## src/rtl/fpaddsub_issue_ctrl.sv

```systemverilog
// fpaddsub_issue_ctrl
//
// Issue / result-collection wrapper around an LAT-stage, non-stallable,
// pipelined FP adder/subtractor. Operands arrive over a valid/ready
// handshake and are registered onto the adder inputs. A valid/tag shift
// register follows each operation through the adder. Completed results land
// in a result FIFO, and every slot in that FIFO is reserved by a credit check
// before issue. Because of this, back-pressure on the output can never cause
// a result to be dropped.
//
// Ports
//   clk            single clock, rising edge
//   rst            asynchronous, active-low reset
//   in_valid/in_ready, in_a, in_b, in_sub, in_tag
//                  operand handshake (in_sub: 0 = add, 1 = subtract)
//   add_a, add_b, add_ctrl
//                  registered operands/op to the adder (zero on bubbles)
//   add_rst        active-high adder reset, released two edges after rst
//   add_z, add_flags
//                  adder result, LAT cycles after the operands
//   out_valid/out_ready, out_z, out_flags, out_tag
//                  result handshake, issue order
//   sticky_flags   OR of popped out_flags since reset or sticky_clr
//   sticky_clr     synchronous clear of sticky_flags
module fpaddsub_issue_ctrl #(
   parameter int LAT   = 11,
   parameter int DEPTH = 16,
   parameter int TAG_W = 4
) (
   input  logic             clk,
   input  logic             rst,
   input  logic             in_valid,
   output logic             in_ready,
   input  logic [31:0]      in_a,
   input  logic [31:0]      in_b,
   input  logic             in_sub,
   input  logic [TAG_W-1:0] in_tag,
   output logic [31:0]      add_a,
   output logic [31:0]      add_b,
   output logic             add_ctrl,
   output logic             add_rst,
   input  logic [31:0]      add_z,
   input  logic [4:0]       add_flags,
   output logic             out_valid,
   input  logic             out_ready,
   output logic [31:0]      out_z,
   output logic [4:0]       out_flags,
   output logic [TAG_W-1:0] out_tag,
   output logic [4:0]       sticky_flags,
   input  logic             sticky_clr
);

   localparam int AW = $clog2(DEPTH);
   localparam int CW = AW + 1;
   localparam int EW = 32 + 5 + TAG_W;
   localparam logic [CW:0] DEPTH_C = (CW+1)'(DEPTH);

   // reset release synchronizer for the adder and the issue gate
   logic [1:0] rst_sync_q;

   always_ff @(posedge clk or negedge rst) begin
      if (!rst) rst_sync_q <= 2'b00;
      else      rst_sync_q <= {rst_sync_q[0], 1'b1};
   end

   assign add_rst = ~rst_sync_q[1];

   // credit-based issue gate
   logic [CW-1:0] count_q, count_d;
   logic [CW-1:0] inflight_q, inflight_d;
   logic [CW:0]   credit_used;
   logic          fire;
   logic          wr_en;
   logic          pop;

   assign credit_used = {1'b0, count_q} + {1'b0, inflight_q};
   assign in_ready    = ~add_rst & (credit_used < DEPTH_C);
   assign fire        = in_valid & in_ready;

   // operand registers; bubbles drive zeros
   logic [31:0] add_a_q, add_a_d;
   logic [31:0] add_b_q, add_b_d;
   logic        add_ctrl_q, add_ctrl_d;

   always_comb begin
      add_a_d    = '0;
      add_b_d    = '0;
      add_ctrl_d = 1'b0;
      if (fire) begin
         add_a_d    = in_a;
         add_b_d    = in_b;
         add_ctrl_d = in_sub;
      end
   end

   always_ff @(posedge clk or negedge rst) begin
      if (!rst) begin
         add_a_q    <= '0;
         add_b_q    <= '0;
         add_ctrl_q <= 1'b0;
      end else begin
         add_a_q    <= add_a_d;
         add_b_q    <= add_b_d;
         add_ctrl_q <= add_ctrl_d;
      end
   end

   assign add_a    = add_a_q;
   assign add_b    = add_b_q;
   assign add_ctrl = add_ctrl_q;

   // Stage 0 is aligned with the operands sitting on add_a/add_b. After LAT
   // more shifts, stage LAT is aligned with the matching add_z.
   logic [LAT:0]     vld_q;
   logic [TAG_W-1:0] tag_q [LAT+1];

   always_ff @(posedge clk or negedge rst) begin
      if (!rst) vld_q <= '0;
      else      vld_q <= {vld_q[LAT-1:0], fire};
   end

   // tags are qualified by vld_q, so they need no reset
   always_ff @(posedge clk) begin
      tag_q[0] <= in_tag;
      for (int i = 1; i <= LAT; i++) tag_q[i] <= tag_q[i-1];
   end

   // result FIFO
   logic [EW-1:0]   mem [DEPTH];
   logic [AW-1:0]   wr_ptr_q, rd_ptr_q;
   logic [4:0]      sticky_q, sticky_d;
   logic [EW-1:0]   head;

   assign wr_en     = vld_q[LAT];
   assign out_valid = (count_q != '0);
   assign pop       = out_valid & out_ready;

   always_ff @(posedge clk) begin
      if (wr_en) mem[wr_ptr_q] <= {add_z, add_flags, tag_q[LAT]};
   end

   always_comb begin
      count_d = count_q;
      case ({wr_en, pop})
         2'b10:   count_d = count_q + CW'(1);
         2'b01:   count_d = count_q - CW'(1);
         default: count_d = count_q;
      endcase
   end

   always_comb begin
      inflight_d = inflight_q;
      case ({fire, wr_en})
         2'b10:   inflight_d = inflight_q + CW'(1);
         2'b01:   inflight_d = inflight_q - CW'(1);
         default: inflight_d = inflight_q;
      endcase
   end

   always_ff @(posedge clk or negedge rst) begin
      if (!rst) begin
         wr_ptr_q   <= '0;
         rd_ptr_q   <= '0;
         count_q    <= '0;
         inflight_q <= '0;
      end else begin
         if (wr_en) wr_ptr_q <= wr_ptr_q + AW'(1);
         if (pop)   rd_ptr_q <= rd_ptr_q + AW'(1);
         count_q    <= count_d;
         inflight_q <= inflight_d;
      end
   end

   // Gating the head with out_valid keeps the outputs at zero when the FIFO is
   // empty, and it hides the unreset storage.
   assign head      = out_valid ? mem[rd_ptr_q] : '0;
   assign out_z     = head[EW-1 -: 32];
   assign out_flags = head[TAG_W +: 5];
   assign out_tag   = head[TAG_W-1:0];

   // when sticky_clr is set, only the flags popped in this cycle survive
   always_comb begin
      sticky_d = sticky_clr ? 5'b0 : sticky_q;
      if (pop) sticky_d = sticky_d | out_flags;
   end

   always_ff @(posedge clk or negedge rst) begin
      if (!rst) sticky_q <= '0;
      else      sticky_q <= sticky_d;
   end

   assign sticky_flags = sticky_q;

endmodule

```

## config.mk

```make
export PLATFORM = sky130hd
export DESIGN_NAME = fpaddsub_issue_ctrl
export DESIGN_NICKNAME = d
export VERILOG_FILES = /design/src/rtl/fpaddsub_issue_ctrl.sv
export SDC_FILE = /design/constraint.sdc
export NUM_CORES = 1
export LEC_CHECK = 0
export CELL_PAD_IN_SITES_DETAIL_PLACEMENT = 0
export CELL_PAD_IN_SITES_GLOBAL_PLACEMENT = 1
export CORE_AREA = 2 2 248 250
export CTS_CLUSTER_DIAMETER = 30
export DETAILED_ROUTE_END_ITERATION = 16
export DIE_AREA = 0 0 250 252
export GPL_TIMING_DRIVEN = 0
export PLACE_DENSITY_LB_ADDON = 0.1
export SYNTH_ARGS = -nofsm -noshare
export SYNTH_HDL_FRONTEND = slang
export SYNTH_SLANG_ARGS = --single-unit
```

## constraint.sdc

```tcl
create_clock -name clk -period 3.5 [get_ports clk]
set_input_delay 1.05 -clock clk [delete_from_list [all_inputs] [get_ports clk]]
set_output_delay 1.05 -clock clk [all_outputs]
set_load 0.1 [all_outputs]
```

==> run_results.csv, run 1 <==
group,metric,value,unit
logic_synthesis,synth-seq-area-share,0.779,
clocking,cts_made_buffers,146,
critical_path,crit_path_start,"rd_ptr_q[0]$_DFFE_PN0P_",
routing,drcViolationCount,0,
logic_synthesis,synth.top_cell.area_share,0.661,
logic_synthesis,syn_area,29800,µm²
clocking,clkTransAtPathRegs,0.05,ns
placed_design,place_ws,-1.08,ns
critical_path,crit_path_end_kind,"output port",
routing,wire_per_inst,25.7,µm
logic_synthesis,async_flop_share,0.127,
run_status,status,"finished with violations",
pwr,leakagePower,14.3,nW
placed_design,gp_congestion,0.764,
critical_path,cp_data_arrival_time,2.67,ns
critical_path,critPathMaxStageDelay,0.54,ns
critical_path,crit_type,"register to output port",
global_route,grtUsageTotal,0.219,
critical_path,crit_chain,"clkbuf_16 -> clkbuf_16 -> mux4_2 -> mux2i_4 -> o22ai_2 -> buf_6",
logic_synthesis,synth_edf_count,656,
logic_synthesis,synth_nets,1497,
critical_path,cp_max_fo,6,
critical_path,crit_cells,6,
run_status,violations,"setup timing",
timing,rsz0062_at_grt,"true",
critical_path,rr_endpoint,"count_q[4]$_DFFE_PN0P_",
timing,setup_viol,41,
die,fp.coreArea,60100,µm²
routing,drt_pre_antenna_iters,5,
clocking,cts_tree,"built",
clocking,htree_levels,4,
global_route,first_global_vias,15900,
logic_synthesis,synth_top_cells_by_area,"edfxtp_1 (66%), mux4_2 (12%), dfrtp_1 (8.6%)",
global_route,overflow,0,
logic_synthesis,synth.distinct_cells,43,
run,drv_cap,0,
placed_design,post-dp-hpwl,35500,µm
global_route,grt_antenna_before_repair,4,
critical_path,cp_top_family,"multiplexers",
timing,fmax,269,MHz
critical_path,worst-path-buf-inv,3,
logic_synthesis,ys_seq_elements,806,
logic_synthesis,ys.warnings.count,0,
pwr,power.density,1050,nW/µm²
layout,drive_above_1_share,0.358,
critical_path,rrSetupSlack,0.24,ns
logic_synthesis,ys.flop_type,"edfxtp_1",
routing,viasPerCell,5.57,
routing,drt_iter0_drc,1095,
layout,layout.nets,1897,
critical_path,critPathSlowestCell,"mux4_2",
critical_path,cp.required,2.45,ns
timing,maxSlewViolCount,0,
die,initial_core_util,0.496,
clocking,cts_hold_buffers,0,
critical_path,r2r-start,"count_q[4]$_DFFE_PN0P_",
critical_path,path_common_cell,"clkbuf_16",
clocking,clock-sinks,806,
logic_synthesis,synth_top_area_cell,"edfxtp_1",
die,dieHeight,252,µm
timing,finalWorstSetupSlack,-0.215,ns
timing,skew,0.0302,ns
routing,via_count,14900,
clocking,cts_buffer_depth,3,
timing,final_hold_viol_count,0,
die,io_pins,225,
pwr,power,42.4,mW
clocking,clkLatencyLatePin,0.70,ns
logic_synthesis,synth.avg_cell_area,21.8,µm²
logic_synthesis,syn_inst,1368,
die,die_area,63000,µm²
pwr,peakVddDrop,856,µV
placed_design,numPortBuffers,223,
routing,detail-route-antenna-nets,0,
timing,worstMarginPinSlew,1.01,ns
clocking,cts_root_buffer,"clkbuf_16",
critical_path,critPathCapture,"out_tag[1]",
timing,period_share,1.06,
critical_path,startpoint_type,"register",
placed_design,postPlaceCellArea,33600,µm²
critical_path,worst-r2r-cell-count,14,
die,die_w,250,µm
layout,syn_to_final_growth,35.8,%
global_route,grt_pass1_wl,99600,µm
timing,maxSlewHeadroom,0.323,
global_route,grt_start_max_net_pins,74,
die,rows,90,
layout,post-route-cell-area,40500,µm²
routing,finalWirelength,68600,µm
layout,final_core_util,0.673,
worst_hold_path,hold_class,"primary input to async pin",
timing,period_minus_slack,3.72,ns
power by group:
group          switching (mW)  internal [mW]
combinational            10.1           6.87
sequential              0.254           10.9
clock                    4.66           9.59
total                    15.0           27.4
worst min-delay path by stage:
stage / endpoint / slack (ns)
6_report: add_a[10]$_DFF_PN0_ / 0.30
5_1_grt: add_a[10]$_DFF_PN0_ / 0.31
4_1_cts: add_a[6]$_DFF_PN0_ / 0.27
3_5_place_dp: tag_q[2][11]$_DFF_P_ / 0.31
3_3_place_gp: tag_q[1][13]$_DFF_P_ / 0.31
2_1_floorplan: tag_q[0][10]$_DFF_P_ / 0.31
stage by stage:
step / hold WS [ns] / setup TNS (ns) / cells
5_1_grt: 0.315 / -10.75 / 2672
2_1_floorplan: 0.310 / -1.28 / 1368
3_5_place_dp: 0.312 / -37.63 / 2374
3_3_place_gp: 0.310 / -464.42 / 2373
6_report: 0.299 / -6.93 / 2673
4_1_cts: 0.267 / -11.61 / 2650
timing repair:
| item | 4_1_cts | 5_1_grt |
|---|---|---|
| pin swaps | 0 | 16 |
| endpoints found under the hold margin | 0 | 0 |
| buffers inserted | 7 | 15 |
| gates cloned | 1 | 6 |
| endpoints found under the setup margin | 45 | 46 |
| gates resized for setup | 450 | 161 |
synthesized netlist by cell type (4+ instances only):
master / number
xnor2_1: 9
nand2_1: 18
o21ai_0: 7
a21oi_1: 4
edfxtp_1: 656
o22ai_1: 42
inv_1: 16
nor2_1: 8
and3_1: 66
mux2i_1: 77
o21ai_2: 4
dfrtp_1: 102
ha_1: 17
mux4_1: 9
buf_6: 4
dfxtp_1: 48
xor2_1: 8
buf_4: 32
mux2_2: 6
mux4_2: 155
and2_1: 18
buf_2: 18
clkbuf_1: 17
flip-flops by register name, summed over array words and instances (netlist names):
register	flops
add_a	32
add_b	32
inflight_q	5
add_ctrl	1
mem	656
sticky_flags	5
wr_ptr_q	4
rst_sync_q	2
vld_q	12
tag_q	48
count_q	5
rd_ptr_q	4
layer usage:
metal | wire [µm] | up-vias | track usage
li1 | - | 6460 | -
met1 | 28100 | 7842 | 0.283
met2 | 34900 | 488 | 0.366
met3 | 4370 | 101 | 0.0577
met4 | 1190 | 4 | 0.0725
met5 | 26 | - | 0
cells by family (layout without fill, tap and decap cells):
logic type / count (synthesis) / in the layout / synth area share
AND/OR/NAND/NOR: 124 / 124 / 0.0239
flip-flops: 806 / 806 / 0.779
other: 1 / 3 / 0.000126
multiplexers: 247 / 247 / 0.153
adder cells (fa/ha/maj): 18 / 18 / 0.00781
buffers and inverters: 89 / 610 / 0.0170
AO/OA/AOI/OAI: 66 / 66 / 0.0141
XOR/XNOR: 17 / 17 / 0.00500
placed cells by master, fill, tap and decap left out, types with 4 or more instances in the layout:
cell             instances
edfxtp_1               656
clkdlybuf4s50_1        179
clkbuf_16              163
mux4_2                 161
dfrtp_1                 99
and3_1                  66
dfxtp_1                 48
mux2i_4                 46
buf_6                   41
buf_12                  34
o22ai_4                 31
clkbuf_1                26
buf_4                   24
bufinv_16               20
clkinv_2                19
clkinvlp_4              18
mux2i_2                 18
nand2_1                 17
clkinv_1                17
and2_4                  16
ha_1                    16
inv_1                   14
mux2i_1                 13
buf_8                   13
inv_6                   12
clkinv_4                12
buf_16                   9
xnor2_1                  9
xor2_1                   8
o22ai_1                  6
o21ai_0                  6
nor2_1                   5
o22ai_2                  5
a21oi_1                  4
layout make-up:
| class | instances | area [µm²] |
|---|---|---|
| antenna | 2 | 5.00 |
| multi-input combinational | 473 | 7290 |
| fill | 3902 | 19700 |
| buffer | 72 | 981 |
| inverter | 16 | 67.6 |
| clock inverter | 98 | 1110 |
| sequential | 806 | 23200 |
| tap | 782 | 978 |
| clock buffer | 171 | 3970 |
| timing repair buffer | 253 | 2850 |
No activity file was read; power rests on OpenSTA's default activity.
==> inputs of run 2 (changes only) <==
Settings changed: CORE_AREA 2 2 248 250 to 5 5 251 253, DIE_AREA 0 0 250 252 to 0 0 256 258, SKIP_CTS_REPAIR_TIMING set to 1.
==> run_results.csv, run 2 (same netlist as run 1, synthesis figures left out) <==
group,metric,value,unit
run_status,status,"finished with violations",
run_status,violations,"setup timing",
die,die_area,66000,µm²
pwr,seqPwrFrac,0.263,
critical_path,startpoint_type,"register",
layout,largest_register,"mem",
timing,maxSlewHeadroom,0.301,
timing,finalWorstSetupSlack,-0.250,ns
critical_path,cp_data_arrival_time,2.70,ns
die,die_w,256,µm
global_route,met3_usage,0.0679,
pwr,p_int,27.8,mW
timing,maxSlewViolCount,0,
layout,layout.nets,1907,
placed_design,dp_cells,2382,
timing,rsz0062_at_grt,"true",
clocking,cts_root_buffer,"clkbuf_16",
die,rows,91,
layout,fillCellCount,4012,
pwr,power,42.7,mW
routing,wire_per_inst,26.3,µm
pwr,power.share.clock,0.346,
placed_design,post-dp-hpwl,37600,µm
timing,fmax,267,MHz
critical_path,cp.required,2.45,ns
global_route,grt_antenna_before_repair,2,
timing,setup_viol,41,
routing,drcViolationCount,0,
global_route,grt_start_max_net_pins,73,
worst_hold_path,hold_class,"register to register",
placed_design,place_ws,-1.03,ns
pwr,p_sw_frac,0.348,
layout,antenna_cells,0,
placed_design,numPortBuffers,223,
timing,worstMarginPinSlew,1.04,ns
layout,largest_register_ffs,656,
global_route,grt_pass1_wl,103000,µm
clocking,cts_made_buffers,146,
layout,final_common_cell,"edfxtp_1",
pwr,peakVddDrop,781,µV
clocking,cts_tree,"built",
global_route,grtUsageTotal,0.211,
clocking,clkLatencyLatePin,0.70,ns
critical_path,cp_max_fo,10,
critical_path,crit_path_end_kind,"output port",
critical_path,crit_type,"register to output port",
routing,drt_iter0_drc,1017,
die,io_pins,225,
timing,period_share,1.07,
clocking,cts_buffer_depth,3,
pwr,power.density,1050,nW/µm²
layout,fin_cells,2687,
layout,top_regs,"mem x656, tag_q x48",
pwr,comb_power_share,0.392,
timing,final_hold_viol_count,0,
global_route,first_global_vias,16200,
timing,period_minus_slack,3.75,ns
global_route,met1_usage,0.279,
clocking,clkTransAtPathRegs,0.05,ns
layout,syn_to_final_growth,36.2,%
global_route,grt_busiest_layer,"met2",
routing,detail-route-antenna-nets,0,
clocking,htree_levels,4,
placed_design,gp_congestion,0.776,
routing,drt_pre_antenna_iters,5,
pwr,leakagePower,14.4,nW
routing,viasPerCell,5.59,
global_route,overflow,0,
die,fp.coreArea,60800,µm²
clocking,clock-sinks,806,
routing,finalWirelength,70600,µm
die,dieHeight,258,µm
run,drv_cap,0,
pwr,power.switching,14.9,mW
global_route,use_met2,0.342,
layout,drive_above_1_share,0.349,
timing,skew,0.0205,ns
layout,most-common-layout-cells,"edfxtp_1 (656), clkdlybuf4s50_1 (179), clkbuf_16 (165), mux4_2 (155), dfrtp_1 (99)",
routing,via_count,15000,
die,initial_core_util,0.490,
-- run 2: layout make-up --
| cell class | instances | area [µm²] | share of cell area |
|---|---|---|---|
| sequential | 806 | 23200 | 0.572 |
| clock inverter | 84 | 1130 | 0.0278 |
| timing repair buffer | 263 | 2900 | 0.0715 |
| inverter | 16 | 63.8 | 0.00157 |
| buffer | 71 | 945 | 0.0233 |
| clock buffer | 183 | 4110 | 0.101 |
| multi-input combinational | 474 | 7230 | 0.178 |
| tap | 790 | 988 | 0.0244 |
-- run 2: critical path, cell delays in order (launching register included) --
cell and delay (ns):
dfrtp_2 0.51, buf_12 0.19, buf_12 0.17, mux4_2 0.54, mux2i_2 0.21, o22ai_2 0.16
buf_8 0.20
-- run 2: path summary, 6_finish.rpt --
| kind | start | to | slack, ns | depth (start not counted) |
|---|---|---|---|---|
| worst max-delay path | rd_ptr_q[0]$_DFFE_PN0P_ | out_tag[1] | -0.25 | 6 |
| worst min-delay path | tag_q[0][1]$_DFF_P_ | tag_q[0][5]$_DFF_P_ | 0.32 | 0 |
| worst max register to register | count_q[1]$_DFFE_PN0P_ | count_q[4]$_DFFE_PN0P_ | 0.31 | 13 |
| worst min register to register | tag_q[0][1]$_DFF_P_ | tag_q[0][5]$_DFF_P_ | 0.32 | 0 |
| max in group asynchronous | rst | add_a[26]$_DFF_PN0_ | 2.48 | 2 |
| min in group asynchronous | rst | inflight_q[2]$_DFFE_PN0P_ | 0.33 | 1 |
-- run 2: through the flow --
| stage | setup TNS (ns) | area [µm²] | utilization | hold slack, ns |
|---|---|---|---|---|
| after floorplan | -1.28 | 30300 | - | 0.310 |
| after global placement | -451.45 | 33500 | 0.551 | 0.311 |
| after detailed placement | -35.87 | 33600 | 0.552 | 0.312 |
| after CTS | -68.41 | 38800 | 0.638 | 0.282 |
| after global routing | -11.63 | 40600 | 0.667 | 0.321 |
| final | -7.64 | 40600 | 0.667 | 0.315 |
-- run 2: power groups by stage --
stage	Combinational (mW)	Clock (mW)	Sequential (mW)
5_1_grt	17.4	15.5	11.3
6_report	16.7	14.8	11.2
3_3_place_gp	13.7	0	11.4
4_1_cts	13.8	15.0	11.2
3_5_place_dp	13.7	0	11.4
2_1_floorplan	9.49	0	12.3
-- run 2: metal layers --
layer	vias up	wire [µm]	part of all wire
met5	-	21	0.00030
met2	527	35300	0.50
li1	6492	-	-
met3	100	5010	0.071
met4	4	1180	0.017
met1	7898	29200	0.41
==> inputs of run 3 (changes only) <==
--- a/config.mk
+++ b/config.mk
@@ -8,11 +8,12 @@
 export CELL_PAD_IN_SITES_DETAIL_PLACEMENT = 0
 export CELL_PAD_IN_SITES_GLOBAL_PLACEMENT = 1
-export CORE_AREA = 5 5 251 253
+export CORE_AREA = 5 5 225 281
 export CTS_CLUSTER_DIAMETER = 30
 export DETAILED_ROUTE_END_ITERATION = 16
-export DIE_AREA = 0 0 256 258
+export DIE_AREA = 0 0 230 286
 export GPL_TIMING_DRIVEN = 0
 export PLACE_DENSITY_LB_ADDON = 0.1
 export SKIP_CTS_REPAIR_TIMING = 1
+export SLEW_MARGIN = 20
 export SYNTH_ARGS = -nofsm -noshare
 export SYNTH_HDL_FRONTEND = slang
==> constraint.sdc (replaced) <==
create_clock -name clk -period 3.5 [get_ports clk]
set_input_delay 1.05 -clock clk [delete_from_list [all_inputs] [get_ports clk]]
set_output_delay 1.05 -clock clk [all_outputs]
set_load 0.005 [all_outputs]
==> run_results.csv, run 3 (same netlist as run 1, synthesis figures left out) <==
group,metric,value,unit
routing,drt_pre_antenna_iters,5,
timing,maxSlewViolCount,0,
die,initial_core_util,0.493,
placed_design,gp_congestion,0.797,
routing,drt_iter0_drc,1020,
placed_design,numPortBuffers,223,
pwr,leakagePower,14.5,nW
clocking,cts_tree,"built",
timing,fmax,262,MHz
clocking,cts_root_buffer,"clkbuf_16",
layout,drive_above_1_share,0.344,
placed_design,dp_cells,2380,
critical_path,critPathSlowestCell,"dfrtp_2",
layout,largest_register_ffs,656,
critical_path,crit_path_end_kind,"output port",
run_status,status,"finished with violations",
critical_path,r2r-start,"count_q[1]$_DFFE_PN0P_",
die,io_pins,225,
routing,detail-route-antenna-nets,0,
critical_path,crit_chain,"clkbuf_16 -> buf_12 -> buf_16 -> buf_12 -> mux4_2 -> mux2i_1 -> o22ai_1 -> dlymetal6s2s_1",
layout,syn_to_final_growth,33.8,%
die,die_area,65800,µm²
die,fp.coreArea,60400,µm²
layout,final_common_cell,"edfxtp_1",
pwr,power,35.1,mW
clocking,clkTransAtPathRegs,0.05,ns
critical_path,crit_path_start,"rd_ptr_q[0]$_DFFE_PN0P_",
critical_path,startpoint_type,"register",
routing,via_count,15200,
timing,skew,0.0214,ns
critical_path,crit_cells,8,
placed_design,post-dp-hpwl,40700,µm
layout,largest_register,"mem",
clocking,cts_buffer_depth,3,
run_status,violations,"setup timing",
layout,final_core_util,0.660,
global_route,grt_antenna_before_repair,1,
critical_path,cp_top_family,"buffers and inverters",
global_route,met3_usage,0.0699,
pwr,peakVddDrop,431,µV
layout,fin_cells,2731,
die,dieHeight,286,µm
worst_hold_path,hold_class,"primary input to async pin",
timing,final_hold_viol_count,0,
timing,setup_viol,41,
global_route,first_global_vias,16100,
pwr,power.density,879,nW/µm²
layout,layout.nets,1971,
global_route,grt_pass1_wl,101000,µm
global_route,use_met2,0.344,
clocking,htree_levels,4,
clocking,cts_made_buffers,138,
routing,drcViolationCount,0,
layout,top_regs,"mem x656, tag_q x48",
timing,maxSlewHeadroom,0.615,
global_route,grt_start_max_net_pins,79,
global_route,met1_usage,0.266,
global_route,overflow,0,
timing,rsz0062_at_grt,"true",
critical_path,worst-path-buf-inv,5,
run,drv_cap,0,
critical_path,cp.required,2.45,ns
critical_path,critPathMaxStageDelay,0.52,ns
global_route,grt_busiest_layer,"met2",
clocking,clock-sinks,806,
critical_path,cp_data_arrival_time,2.77,ns
routing,wire_per_inst,25.6,µm
clocking,clkLatencyLatePin,0.69,ns
die,rows,101,
routing,viasPerCell,5.56,
critical_path,cp_max_fo,5,
timing,finalWorstSetupSlack,-0.324,ns
layout,most-common-layout-cells,"edfxtp_1 (656), clkdlybuf4s50_1 (180), mux4_2 (159), clkbuf_16 (154), dfrtp_1 (98)",
routing,finalWirelength,70000,µm
critical_path,path_common_cell,"buf_12",
global_route,grtUsageTotal,0.209,
critical_path,crit_type,"register to output port",
timing,worstMarginPinSlew,0.576,ns
die,die_w,230,µm
critical_path,worst-r2r-cell-count,13,
timing,period_minus_slack,3.82,ns
timing,period_share,1.09,
-- run 3: cell types whose count changed in the layout (fill, tap and decap cells not counted), sizes merged, moves of 2 or more --
cell / delta
buf: +50
inv: +17
diode: +2
dlymetal6s2s: +2
bufinv: -8
clkinv: +2
clkbuf: -4
-- run 3: per-stage QoR --
stage          instance area, µm²  TNS [ns]  hold slack, ns  setup WS (ns)
6_report                    39900     -9.23           0.244         -0.324
5_1_grt                     39900    -12.73           0.221         -0.419
4_1_cts                     38200    -47.92           0.200          -1.40
3_5_place_dp                33400    -17.39           0.313         -0.652
3_3_place_gp                33000   -469.22           0.314          -2.73
2_1_floorplan               29800         0           0.310          0.450
-- run 3: metal layers --
metal  up-vias  share of wire
li1       6604              -
met4         0          0.021
met5         -              0
met2       536           0.51
met1      7927           0.40
met3       109          0.073
-- run 3: final timing paths --
path                                          end  slack [ns]
hold reg to reg               tag_q[0][8]$_DFF_P_        0.32
setup reg to reg           count_q[4]$_DFFE_PN0P_        0.24
hold / removal                add_a[20]$_DFF_PN0_        0.24
max in group asynchronous     add_b[11]$_DFF_PN0_        2.60
min in group clk              tag_q[0][8]$_DFF_P_        0.32
setup / recovery                         out_z[0]       -0.32
-- run 3: worst register-to-register path, delay by kind of cell (launching register included) --
kind	cells	cell delay [ns]
and+or+nand+nor	5	1.15
adders and majority gates	2	0.64
buffers and inverters	3	0.44
DFF	1	0.44
AOI/OAI and AO/OA	2	0.34
xor gates and xnor gates	1	0.13
-- run 3: final cells by class --
cell class	count	area, µm²
Tap cell	772	966
Sequential cell	806	23200
Antenna cell	2	5.00
Clock inverter	96	1060
Clock buffer	159	3690
Inverter	16	62.6
Fill cell	4066	20500
Multi-Input combinational cell	473	6370
Timing Repair Buffer	336	3580
Buffer	71	917
-- run 3: power by group --
part / leakage, nW / switching, mW / internal, mW
Clock: 2.31 / 4.59 / 8.94
Sequential: 7.66 / 0.281 / 10.9
Combinational: 4.56 / 4.64 / 5.67
